`config.mk`:
```
export PLATFORM = sky130hd
export DESIGN_NAME = wb_stage
export DESIGN_NICKNAME = d
export VERILOG_FILES = /design/src/rtl/wb_stage.sv
export SDC_FILE = /design/constraint.sdc
export NUM_CORES = 1
export LEC_CHECK = 0
export ABC_CLOCK_PERIOD_IN_PS = 4480
export BUFFER_PORTS_ARGS = -buffer_cell sky130_fd_sc_hd__buf_4
export CORE_AREA = 10 10 148 150
export CTS_CLUSTER_SIZE = 40
export DETAILED_ROUTE_END_ITERATION = 7
export DIE_AREA = 0 0 158 160
export PLACE_DENSITY = 0.57
export REMOVE_ABC_BUFFERS = 1
export SLEW_MARGIN = 20
export SYNTH_ARGS = -nofsm -noshare
export SYNTH_HDL_FRONTEND = slang
export SYNTH_SLANG_ARGS = --single-unit
```
`constraint.sdc`:
```
create_clock -name CLK -period 4.48 [get_ports CLK]
set_clock_uncertainty 0.1 [all_clocks]
set_input_delay 0.896 -clock CLK [delete_from_list [all_inputs] [get_ports CLK]]
set_output_delay 0.896 -clock CLK [all_outputs]
set_load 0.02 [all_outputs]
```
`src/rtl/wb_stage.sv`:
```
// MEM->WB pipeline latch and writeback stage: selects register-file write data,
// drives the WB forwarding tap, and owns the sticky core halt and retired count.
module wb_stage #(
    parameter int WORD_W = 32,
    parameter int REG_W  = 5,
    parameter int CNT_W  = 32
) (
    input  logic              CLK,
    input  logic              nRST,
    input  logic              advance,
    input  logic              flush,
    input  logic              in_valid,
    input  logic [WORD_W-1:0] porto,
    input  logic [WORD_W-1:0] dmemload,
    input  logic [WORD_W-1:0] npc,
    input  logic [REG_W-1:0]  wsel,
    input  logic              regen,
    input  logic [1:0]        regsrc,
    input  logic              halt,
    output logic              rf_wen,
    output logic [REG_W-1:0]  rf_wsel,
    output logic [WORD_W-1:0] rf_wdat,
    output logic              fwd_valid,
    output logic [REG_W-1:0]  fwd_sel,
    output logic [WORD_W-1:0] fwd_dat,
    output logic              halt_out,
    output logic [CNT_W-1:0]  retired
);

    localparam logic [CNT_W-1:0] CNT_ONE = {{(CNT_W-1){1'b0}}, 1'b1};
    localparam logic [CNT_W-1:0] CNT_MAX = {CNT_W{1'b1}};

    localparam logic [1:0] SRC_ALU  = 2'b00;
    localparam logic [1:0] SRC_LOAD = 2'b01;
    localparam logic [1:0] SRC_LINK = 2'b10;

    logic              valid_l;
    logic              regen_l;
    logic              halt_l;
    logic [WORD_W-1:0] porto_l;
    logic [WORD_W-1:0] dmemload_l;
    logic [WORD_W-1:0] npc_l;
    logic [REG_W-1:0]  wsel_l;
    logic [1:0]        regsrc_l;
    logic              halt_q;
    logic [CNT_W-1:0]  retired_q;
    logic              capture;
    logic [WORD_W-1:0] wdat;

    // Transfer contract: the latch takes the MEM bundle only when advance=1 and
    // flush=0 while not halted; flush beats advance, and a halted core ignores both.
    assign capture = ~halt_q & ~flush & advance;

    always_ff @(posedge CLK or negedge nRST) begin
        if (!nRST) begin
            valid_l    <= 1'b0;
            regen_l    <= 1'b0;
            halt_l     <= 1'b0;
            porto_l    <= '0;
            dmemload_l <= '0;
            npc_l      <= '0;
            wsel_l     <= '0;
            regsrc_l   <= '0;
        end else if (!halt_q) begin
            if (flush) begin
                // Data fields are left as-is; only the control bits kill the slot.
                valid_l <= 1'b0;
                regen_l <= 1'b0;
                halt_l  <= 1'b0;
            end else if (advance) begin
                valid_l    <= in_valid;
                regen_l    <= regen;
                halt_l     <= halt;
                porto_l    <= porto;
                dmemload_l <= dmemload;
                npc_l      <= npc;
                wsel_l     <= wsel;
                regsrc_l   <= regsrc;
            end
        end
    end

    always_ff @(posedge CLK or negedge nRST) begin
        if (!nRST) begin
            halt_q <= 1'b0;
        end else begin
            halt_q <= halt_q | (valid_l & halt_l);
        end
    end

    always_ff @(posedge CLK or negedge nRST) begin
        if (!nRST) begin
            retired_q <= '0;
        end else if (capture && in_valid && (retired_q != CNT_MAX)) begin
            retired_q <= retired_q + CNT_ONE;
        end
    end

    always_comb begin
        wdat = porto_l;
        case (regsrc_l)
            SRC_ALU:  wdat = porto_l;
            SRC_LOAD: wdat = dmemload_l;
            SRC_LINK: wdat = npc_l;
            default:  wdat = porto_l;
        endcase
    end

    // A held latch re-presents the same write every cycle; the register file tolerates it.
    assign rf_wen    = valid_l & regen_l & (wsel_l != '0) & ~halt_l & ~halt_q;
    assign rf_wsel   = wsel_l;
    assign rf_wdat   = wdat;
    assign fwd_valid = rf_wen;
    assign fwd_sel   = wsel_l;
    assign fwd_dat   = wdat;
    assign halt_out  = halt_q;
    assign retired   = retired_q;

endmodule

```
==> After elaboration in Yosys (flattened, before gate mapping) <==
Index checks and enable logic that the tools add are counted.
Widths: inputs -> output; s select.
{ "totals": {"reg_bits": 139, "inputBits": 110, "out_inout_bits": 109, "elab_cells": 38} }
{ "op_classes": {"add_sub_neg": 1, "eq_ne": 3, "mux": 7, "bitwise": 11, "n_reduce_logical": 6} }
{ "ops": {"columns": ["cell", "n"], "rows": [
  ["$pmux 32 s2", 1],
  ["$add 32x1->32 const B", 1],
  ["$ne 32x32->1 const B", 1],
  ["$and 1x1->1", 7],
  ["$mux 1", 6],
  ["$reduce_bool 5->1", 1],
  ["$not 1->1", 3],
  ["$reduce_and 3->1", 1],
  ["$eq 2x1->1 const B", 1],
  ["$eq 2x2->1 const B", 1],
  ["$logic_and 1x1->1", 2],
  ["$reduce_and 2->1", 1],
  ["$reduce_bool 2->1", 1],
  ["$or 1x1->1", 1]
]} }

==> Depth between registers and ports, before layout <==
Gate-level depths: netlist of run 1.
{ "depth": {"word_depth": 5, "ltp_mapped": 7, "depth_no_buf": 6} }

==> Least setup slack after synthesis of run 1 <==
Ideal clock, no wire load.
{ "synth_path": {"path_kind": "reg2out", "startpoint": "register regsrc_l[0]", "endpoint": "output port rf_wdat[5]", "arrival_time_ps": 1833, "t_required_ps": 3484, "setup_slack_ps": 1651, "stages_incl_launch_ff": 7, "n_path_buf": 2, "path_cell_list": "dfrtp_1 -> inv_1 -> ha_1 -> clkbuf_1 -> a22oi_1 -> o21ai_0 -> buf_4"} }
{ "synth_between": {"elab_chain_cells": 2, "word_cells_on_any_way": 3, "classes_between": "eq/ne: 2; mux: 1"} }
{ "synth_lines": {"columns": ["item", "line", "source"], "rows": [
  ["start, declared", "44", "logic [1:0] regsrc_l;"],
  ["start signal, assigned", "78", "regsrc_l <= regsrc;"],
  ["$eq 2x2->1 / $eq 2x1->1 (equally long branches)", "101", "case (regsrc_l)"],
  ["$pmux 32 s2 *", "101", null],
  ["end, declared", "22", "output logic [WORD_W-1:0] rf_wdat,"]
]} }
Every way passes the cells marked *; elsewhere a longest branch is shown, timed or not.

==> Worst setup path in the final report of run 1 <==
{ "layout_path": {"startpoint": "register regsrc_l[0]", "endpoint": "output port fwd_dat[8]"} }
{ "layout_between": {"elab_chain_cells": 2, "word_cells_on_any_way": 3, "classes_between": "eq/ne: 2; mux: 1"} }
{ "layout_lines": {"columns": ["item", "line", "source"], "rows": [
  ["$eq 2x2->1 / $eq 2x1->1 (equally long branches)", "101", null],
  ["$pmux 32 s2 *", "101", null],
  ["end, declared", "25", "output logic [WORD_W-1:0] fwd_dat,"]
]} }
Marked as above.

==> impl_metrics.env, run 1 <==
export IMPL_gp_congestion=0.781
export IMPL_die_area_um2=25300
export IMPL_final_area_um2=8700
export IMPL_clock_path_buffers=2
export IMPL_cts_tree="done"
export IMPL_yosysSeqAreaShare_pct=53.7
export IMPL_drc=0
export IMPL_synth_area_leaders="dfrtp_1 54%, mux2_2 18%, buf_4 4.4%"
export IMPL_area_delta_synth_final_pct=34.2
export IMPL_min_path_type="reg2reg"
export IMPL_post_route_period_util_pct=76.1
export IMPL_finalSetupViolations=0
export IMPL_crit_path_end_kind="output pin"
export IMPL_drt_pass1_iterations=4
export IMPL_rsz0062_at_grt="no"
export IMPL_final_util_pct=45.6
export IMPL_slew_headroom_pct=34.0
export IMPL_postCtsHoldBufs=0
export IMPL_netlist_area_um2=6480
export IMPL_numPortBuffers=218
export IMPL_core_area_um2=19100
export IMPL_nNetsFinal=829
export IMPL_synth_cell_types=35
export IMPL_htree_num_levels=4
export IMPL_antenna_found_initial=0
export IMPL_first_iter_violations=145
export IMPL_min_period_ps=3410
export IMPL_avgRoutedWirePerCell_um=18.2
export IMPL_root_buffer="clkbuf_16"
export IMPL_final_cell_mix="220 x buf_4, 139 x dfrtp_1, 101 x mux2_2"
export IMPL_arrival_ps=2410
export IMPL_drive_gt1_share_pct=49.5
export IMPL_vdd_drop_max_v=0.000296
export IMPL_p_comb_share_pct=49.4
export IMPL_swShare_pct=39.8
export IMPL_numCtsBuffers=17
export IMPL_p_seq_share_pct=29.4
export IMPL_leakage_nw=3.98
export IMPL_gr_total_overflow=0
export IMPL_worstSetupPathType="reg2out"
export IMPL_switchingPower_mw=2.77
export IMPL_post_dp_hpwl_um=13000
export IMPL_hold_viol_final=0
export IMPL_cp_required_ps=3480
export IMPL_vias=4812
export IMPL_track_usage_pct=13.8
export IMPL_cts_resized=0
export IMPL_die_x_um=158
export IMPL_rows=51
export IMPL_placed_cell_area_um2=8070
export IMPL_start_util_pct=34.0
export IMPL_postSynthCellCount=539
export IMPL_worstMarginPinSlew_ps=990
export IMPL_numClockSinks=139
export IMPL_worstSetupStartpointType="flip-flop"
export IMPL_pin_count=219
export IMPL_dp_cells=935
export IMPL_internal_power_mw=4.20
export IMPL_slew_viol_final=0
export IMPL_instances_no_fill=967
export IMPL_synth_top_area_cell="dfrtp_1"
export IMPL_post_cts_buffers=0
export IMPL_ys_warn_count=0
export IMPL_grt_pass1_vias=5324
export IMPL_status="finished clean"
export IMPL_yosys_area_top_type_share_pct=53.7
export IMPL_diodes=0
export IMPL_cp_max_fo=64
export IMPL_clock_latency_ps=420
export IMPL_postSynthAreaPerCell_um2=12.0
export IMPL_drv_cap=0
export IMPL_clkTransAtPathRegs_ps=60
export IMPL_hold_ws_ps=401
export IMPL_grt_max_degree=98
export IMPL_n_fill_cell=1788
export IMPL_die_h_um=160
export IMPL_p_per_area_nw_per_um2=802
export IMPL_wl_um=17600
export IMPL_ys_ff_latch=139
export IMPL_viasPerCell=4.98
export IMPL_final_common_cell="buf_4"
export IMPL_pwr_share_clk_pct=21.2
export IMPL_max_freq_mhz=293
export IMPL_grt_first_pass_wirelength_um=27900
export IMPL_postRouteAntennaNets=0
export IMPL_setup_tns_ps=0
[stage by stage]
step / setup slack [ps] / total power [mW]
after detailed placement: 1460 / 5.58
final: 1070 / 6.97
after CTS: 1010 / 7.09
after global placement: 1500 / 5.51
after global routing: 748 / 7.43
after floorplan: -1550 / 4.00
[synthesized netlist by cell type (all sizes together)]
cell type,count
nand4,18
nor4,2
a31oi,1
and2,3
a22o,1
and4,1
nand3,17
and3,14
nand2,47
inv,3
a21boi,1
nor3,7
xnor2,25
ha,3
nand4bb,2
nor2,8
a21o,1
a21oi,3
buf,51
nand2b,1
mux2,102
clkbuf,13
dfrtp,139
nor3b,3
xor2,5
o21ai,35
o21bai,1
a22oi,32
[flip-flops by register name, indices dropped and copies added, names as in the netlist]
name        count
halt_out        1
valid_l         1
porto_l        32
dmemload_l     32
regen_l         1
regsrc_l        2
npc_l          32
halt_l          1
fwd_sel         5
retired        32
[final cells by class]
cell class | instances | area [um2] | share of cell area [%]
multi-input cells | 333 | 2600 | 29.9
flip-flops and latches | 139 | 3480 | 40.0
clock buffers | 21 | 470 | 5.41
inverters | 3 | 11.3 | 0.129
repair buffers | 222 | 1680 | 19.3
clock inverters | 11 | 156 | 1.80
well taps | 238 | 298 | 3.42
[worst paths after layout]
path	depth (start not counted)	slack (ps)	from	to
setup / recovery	4	1070	regsrc_l[0]$_DFFE_PN0P_	fwd_dat[8]
hold / removal	1	400	retired[29]$_DFFE_PN0P_	retired[29]$_DFFE_PN0P_
setup reg to reg	3	2210	halt_out$_DFF_PN0_	npc_l[4]$_DFFE_PN0P_
hold reg to reg	1	400	retired[29]$_DFFE_PN0P_	retired[29]$_DFFE_PN0P_
max in group asynchronous	2	2920	nRST	dmemload_l[21]$_DFFE_PN0P_
min in group asynchronous	1	490	nRST	porto_l[1]$_DFFE_PN0P_
[worst max-delay path, cell delays in order, from the launching register on]
cell and delay, ps:
dfrtp_1 350, inv_1 60, ha_2 960, o21ai_0 360, buf_4 250
[power by group through the flow]
stage | clock (mW) | sequential [mW] | combinational, mW
6_report | 1.48 | 2.05 | 3.44
5_1_grt | 1.58 | 2.13 | 3.72
4_1_cts | 1.52 | 2.06 | 3.51
3_5_place_dp | 0 | 2.08 | 3.50
3_3_place_gp | 0 | 2.05 | 3.46
2_1_floorplan | 0 | 2.08 | 1.92
[cells by family (layout without fill, tap and decap cells)]
logic type / Yosys count / in the layout / synth area share (%)
muxes: 102 / 102 / 17.7
adders and majority gates: 3 / 3 / 0.579
and+or+nand+nor: 123 / 123 / 10.3
buffers and inverters: 67 / 257 / 6.33
AOI/OAI and AO/OA: 75 / 75 / 7.28
DFF: 139 / 139 / 53.7
xor gates and xnor gates: 30 / 30 / 4.05
[layer usage]
layer | track usage [%] | up-vias | part of all wire, %
met3 | 5.69 | 23 | 9.7
met1 | 17.0 | 2376 | 43
li1 | - | 2233 | -
met5 | 0 | - | 0
met2 | 21.5 | 180 | 45
met4 | 4.47 | 0 | 1.6
(Power assumes the default switching activity.)
==> run 2, diff against run 1 <==
- ABC_CLOCK_PERIOD_IN_PS: 4480 -> 2800
- PLACE_DENSITY: 0.57 -> 0.59
- clock period: 4.48 -> 2.8 ns (I/O delays scaled with it)
==> impl_metrics.env, run 2 (synthesized netlist as in run 1, its figures left out) <==
export IMPL_min_period_ps=2650
export IMPL_numPortBuffers=218
export IMPL_post_dp_hpwl_um=13400
export IMPL_wl_met1_um=7510
export IMPL_core_area_um2=19100
export IMPL_cp_max_fo=24
export IMPL_area_delta_synth_final_pct=34.8
export IMPL_nNetsFinal=834
export IMPL_drc=0
export IMPL_wl_um=17700
export IMPL_clock_latency_ps=410
export IMPL_crit_path_end_kind="output pin"
export IMPL_gp_congestion=0.823
export IMPL_worstSetupStartpointType="flip-flop"
export IMPL_final_area_um2=8730
export IMPL_worstSetupPathType="reg2out"
export IMPL_status="finished, violations left"
export IMPL_leakage_nw=3.99
export IMPL_die_x_um=158
export IMPL_drv_cap=0
export IMPL_max_freq_mhz=377
export IMPL_cts_tree="done"
export IMPL_pwr_share_clk_pct=19.8
export IMPL_wl_met3_um=1990
export IMPL_placed_cell_area_um2=8130
export IMPL_viasPerCell=4.94
export IMPL_slew_viol_final=0
export IMPL_slew_headroom_pct=58.9
export IMPL_regArea_um2=3480
export IMPL_route_top_layer_used="met4"
export IMPL_finalSetupViolations=0
export IMPL_root_buffer="clkbuf_16"
export IMPL_multi_input_area_um2=2610
export IMPL_clkTransAtPathRegs_ps=60
export IMPL_first_iter_violations=166
export IMPL_numCtsBuffers=17
export IMPL_internal_power_mw=6.71
export IMPL_hold_viol_final=1
export IMPL_diodes=0
export IMPL_rrSetupSlack_ps=560
export IMPL_start_util_pct=34.0
export IMPL_p_comb_share_pct=50.8
export IMPL_cp_required_ps=2140
export IMPL_p_per_area_nw_per_um2=1290
export IMPL_hold_ws_ps=-0.907
export IMPL_final_util_pct=45.8
export IMPL_die_area_um2=25300
export IMPL_met2WireLength_um=8000
export IMPL_final_cell_mix="222 x buf_4, 139 x dfrtp_1, 101 x mux2_2"
export IMPL_vias=4800
export IMPL_rows=51
export IMPL_min_path_type="in2async"
export IMPL_violations="negative hold slack"
export IMPL_numClockSinks=139
export IMPL_swShare_pct=40.3
export IMPL_track_usage_pct=13.7
export IMPL_avgRoutedWirePerCell_um=18.2
export IMPL_p_seq_share_pct=29.4
export IMPL_postRouteAntennaNets=0
export IMPL_arrival_ps=1990
export IMPL_setup_tns_ps=0
export IMPL_n_fill_cell=1732
export IMPL_grt_first_pass_wirelength_um=27700
export IMPL_vdd_drop_max_v=0.000502
export IMPL_pin_count=219
export IMPL_grt_max_degree=107
export IMPL_drive_gt1_share_pct=49.9
export IMPL_htree_num_levels=4
export IMPL_rsz0062_at_grt="no"
export IMPL_post_route_period_util_pct=94.8
export IMPL_gr_total_overflow=0
export IMPL_grt_pass1_vias=5118
export IMPL_clock_path_buffers=2
export IMPL_die_h_um=160
export IMPL_power_total_mw=11.2
export IMPL_switchingPower_mw=4.52
export IMPL_antenna_found_initial=0
export IMPL_drt_pass1_iterations=4
export IMPL_final_common_cell="buf_4"
export IMPL_worstMarginPinSlew_ps=617
-- run 2: cell count changes in the layout (fill, tap and decap cells not counted), moves of 2 or more --
cell	previous run	this run
buf_4	220	222
o21ai_0	35	29
inv_6	4	7
buf_12	1	3
o21ai_1	0	6
clkbuf_8	3	0
clkinvlp_4	3	5
-- run 2: power groups by stage --
stage / Clock, mW / Combinational, mW / Sequential [mW]
finish: 2.23 / 5.70 / 3.30
global route: 2.38 / 6.12 / 3.41
CTS: 2.29 / 5.75 / 3.30
detailed placement: 0 / 5.74 / 3.33
global placement: 0 / 5.68 / 3.29
floorplan: 0 / 3.08 / 3.33
-- run 2: layout make-up --
class	instances	share of cell area (%)
Inverter	3	0.129
Sequential cell	139	39.8
Clock buffer	18	4.91
Multi-Input combinational cell	333	29.9
Timing Repair Buffer	227	20.0
Clock inverter	14	1.82
Tap cell	238	3.41
-- run 2: per-layer routing --
layer,GRT usage [%],up-vias
met5,0,-
met4,3.75,0
met3,5.88,21
met2,21.5,186
met1,16.8,2342
li1,-,2251
-- run 2: through the flow --
step / setup WS, ps / cells
floorplan: -2900 / 475
global placement: 529 / 940
detailed placement: 479 / 940
CTS: 26.2 / 972
global route: 9.78 / 972
finish: 145 / 972
-- run 2: final timing paths --
kind,start,endpoint,cells after the start
max,regsrc_l[1]$_DFFE_PN0P_,rf_wdat[24],6
min,nRST,porto_l[5]$_DFFE_PN0P_,1
max reg2reg,retired[13]$_DFFE_PN0P_,retired[1]$_DFFE_PN0P_,5
min reg2reg,retired[26]$_DFFE_PN0P_,retired[26]$_DFFE_PN0P_,1
max in group asynchronous,nRST,npc_l[24]$_DFFE_PN0P_,2
min in group CLK,regsrc[0],regsrc_l[0]$_DFFE_PN0P_,3
-- run 2: critical path, cell delays in order (launching register included) --
cell and delay, ps:
dfrtp_1 410, inv_1 80, ha_1 220, buf_6 250, a22oi_1 90, o21ai_0 310
buf_4 220
-- run 2: what timing repair did --
| action | in CTS | in global routing |
|---|---|---|
| resized for setup | 0 | 8 |
| buffers inserted | 0 | 0 |
| hold buffers | 0 | 0 |
| setup endpoints to repair | 0 | 32 |
==> run 3, diff against run 2 <==
- ABC_CLOCK_PERIOD_IN_PS: 2800 -> 2400
- CORE_AREA: 10 10 148 150 -> 10 10 130 132
- DIE_AREA: 0 0 158 160 -> 0 0 140 142
- PLACE_DENSITY: 0.59 -> 0.75
- RECOVER_POWER: unset -> 50
- clock period: 2.8 -> 2.4 ns (I/O delays scaled with it)
==> impl_metrics.env, run 3 (synthesized netlist as in run 1, its figures left out) <==
export IMPL_first_iter_violations=228
export IMPL_root_buffer="clkbuf_16"
export IMPL_grt_max_degree=72
export IMPL_postRouteAntennaNets=0
export IMPL_pin_count=219
export IMPL_post_dp_hpwl_um=13200
export IMPL_arrival_ps=1810
export IMPL_die_area_um2=19900
export IMPL_crit_path_top_delay_cell="dfrtp_1"
export IMPL_rows=44
export IMPL_clkTransAtPathRegs_ps=50
export IMPL_slew_viol_final=0
export IMPL_post_cts_buffers=0
export IMPL_numCtsBuffers=17
export IMPL_p_per_area_nw_per_um2=1620
export IMPL_grt_pass1_vias=5312
export IMPL_post_route_period_util_pct=99.5
export IMPL_vdd_drop_max_v=0.000794
export IMPL_wl_um=18700
export IMPL_nNetsFinal=844
export IMPL_gr_total_overflow=0
export IMPL_final_cell_mix="189 x buf_4, 139 x dfrtp_1, 101 x mux2_2"
export IMPL_clock_path_buffers=2
export IMPL_drc=0
export IMPL_drt_pass1_iterations=4
export IMPL_numClockSinks=139
export IMPL_worstSetupStartpointType="flip-flop"
export IMPL_hold_viol_final=0
export IMPL_start_util_pct=45.3
export IMPL_crit_path_max_incr_delay_ps=400
export IMPL_cp_max_fo=13
export IMPL_setup_tns_ps=0
export IMPL_power_total_mw=14.6
export IMPL_die_x_um=140
export IMPL_grt_first_pass_wirelength_um=27700
export IMPL_final_area_um2=9040
export IMPL_htree_num_levels=4
export IMPL_area_delta_synth_final_pct=39.5
export IMPL_clock_latency_ps=410
export IMPL_final_common_cell="buf_4"
export IMPL_min_period_ps=2390
export IMPL_worstMarginPinSlew_ps=974
export IMPL_instances_no_fill=928
export IMPL_viasPerCell=5.42
export IMPL_cts_tree="done"
export IMPL_crit_chain="inv_1 -> ha_4 -> buf_12 -> a22oi_1 -> o21ai_2 -> buf_4"
export IMPL_placed_cell_area_um2=8130
export IMPL_worstSetupPathType="reg2out"
export IMPL_max_freq_mhz=419
export IMPL_die_h_um=142
export IMPL_hold_ws_ps=193
export IMPL_antenna_found_initial=0
export IMPL_avgRoutedWirePerCell_um=20.2
export IMPL_core_area_um2=14300
export IMPL_gp_congestion=0.905
export IMPL_finalSetupViolations=0
export IMPL_n_fill_cell=1084
export IMPL_vias=5033
export IMPL_drive_gt1_share_pct=52.2
export IMPL_cp_required_ps=1820
export IMPL_leakage_nw=4.06
export IMPL_slew_headroom_pct=35.1
export IMPL_diodes=0
export IMPL_dp_cells=890
export IMPL_track_usage_pct=17.4
export IMPL_numPortBuffers=218
export IMPL_min_path_type="in2reg"
export IMPL_drv_cap=0
export IMPL_status="finished clean"
export IMPL_rsz0062_at_grt="yes"
export IMPL_crit_path_end_kind="output pin"
[run 3: final cells by class]
type,instances,area [um2],area share [%]
timing repair buffer,237,1850,20.4
tap,184,230,2.55
clock buffer,19,433,4.79
clock inverter,13,223,2.46
multi-input combinational,333,2820,31.2
inverter,3,11.3,0.125
sequential,139,3480,38.5
[run 3: layer usage]
metal	track usage, %	wire length [um]	vias up
li1	-	-	2278
met1	20.1	7680	2479
met2	29.1	9330	253
met3	6.84	1510	23
met4	5.65	203	0
met5	0	0	-
[run 3: worst max-delay path, delay by kind of cell, from the launching register on]
family | cells | cell delay [ps]
compound gates | 2 | 390
fa+ha+maj | 1 | 190
flops | 1 | 400
buf+inv | 3 | 410
[run 3: stage by stage]
stage	setup WS, ps	utilization, %
after floorplan	-3300	-
after global placement	281	56.8
after detailed placement	264	56.8
after CTS	-36.8	61.5
after global routing	-65.2	63.2
final	12.1	63.2
[run 3: final timing paths]
| check | from | slack [ps] | to | cells past startpoint |
|---|---|---|---|---|
| setup / recovery | regsrc_l[1]$_DFFE_PN0P_ | 10 | fwd_dat[26] | 6 |
| hold / removal | halt | 190 | halt_l$_DFFE_PN0P_ | 2 |
| setup reg to reg | retired[8]$_DFFE_PN0P_ | 290 | retired[27]$_DFFE_PN0P_ | 5 |
| hold reg to reg | retired[23]$_DFFE_PN0P_ | 400 | retired[23]$_DFFE_PN0P_ | 1 |
| max in group asynchronous | nRST | 370 | dmemload_l[22]$_DFFE_PN0P_ | 3 |
| min in group asynchronous | nRST | 680 | dmemload_l[26]$_DFFE_PN0P_ | 2 |
[run 3: timing repair]
item,in CTS,in global routing
endpoints found under the setup margin,62,64
cloned,0,5
pin swaps,0,2
gates resized for setup,28,60
hold endpoints to repair,35,0
hold buffers,1,0
[run 3: where the power goes]
| group | leakage (nW) | internal [mW] | switching [mW] |
|---|---|---|---|
| combinational | 2.06 | 3.52 | 4.30 |
| sequential | 1.69 | 3.30 | 0.617 |
| clock | 0.313 | 1.94 | 0.957 |
| total | 4.06 | 8.76 | 5.87 |
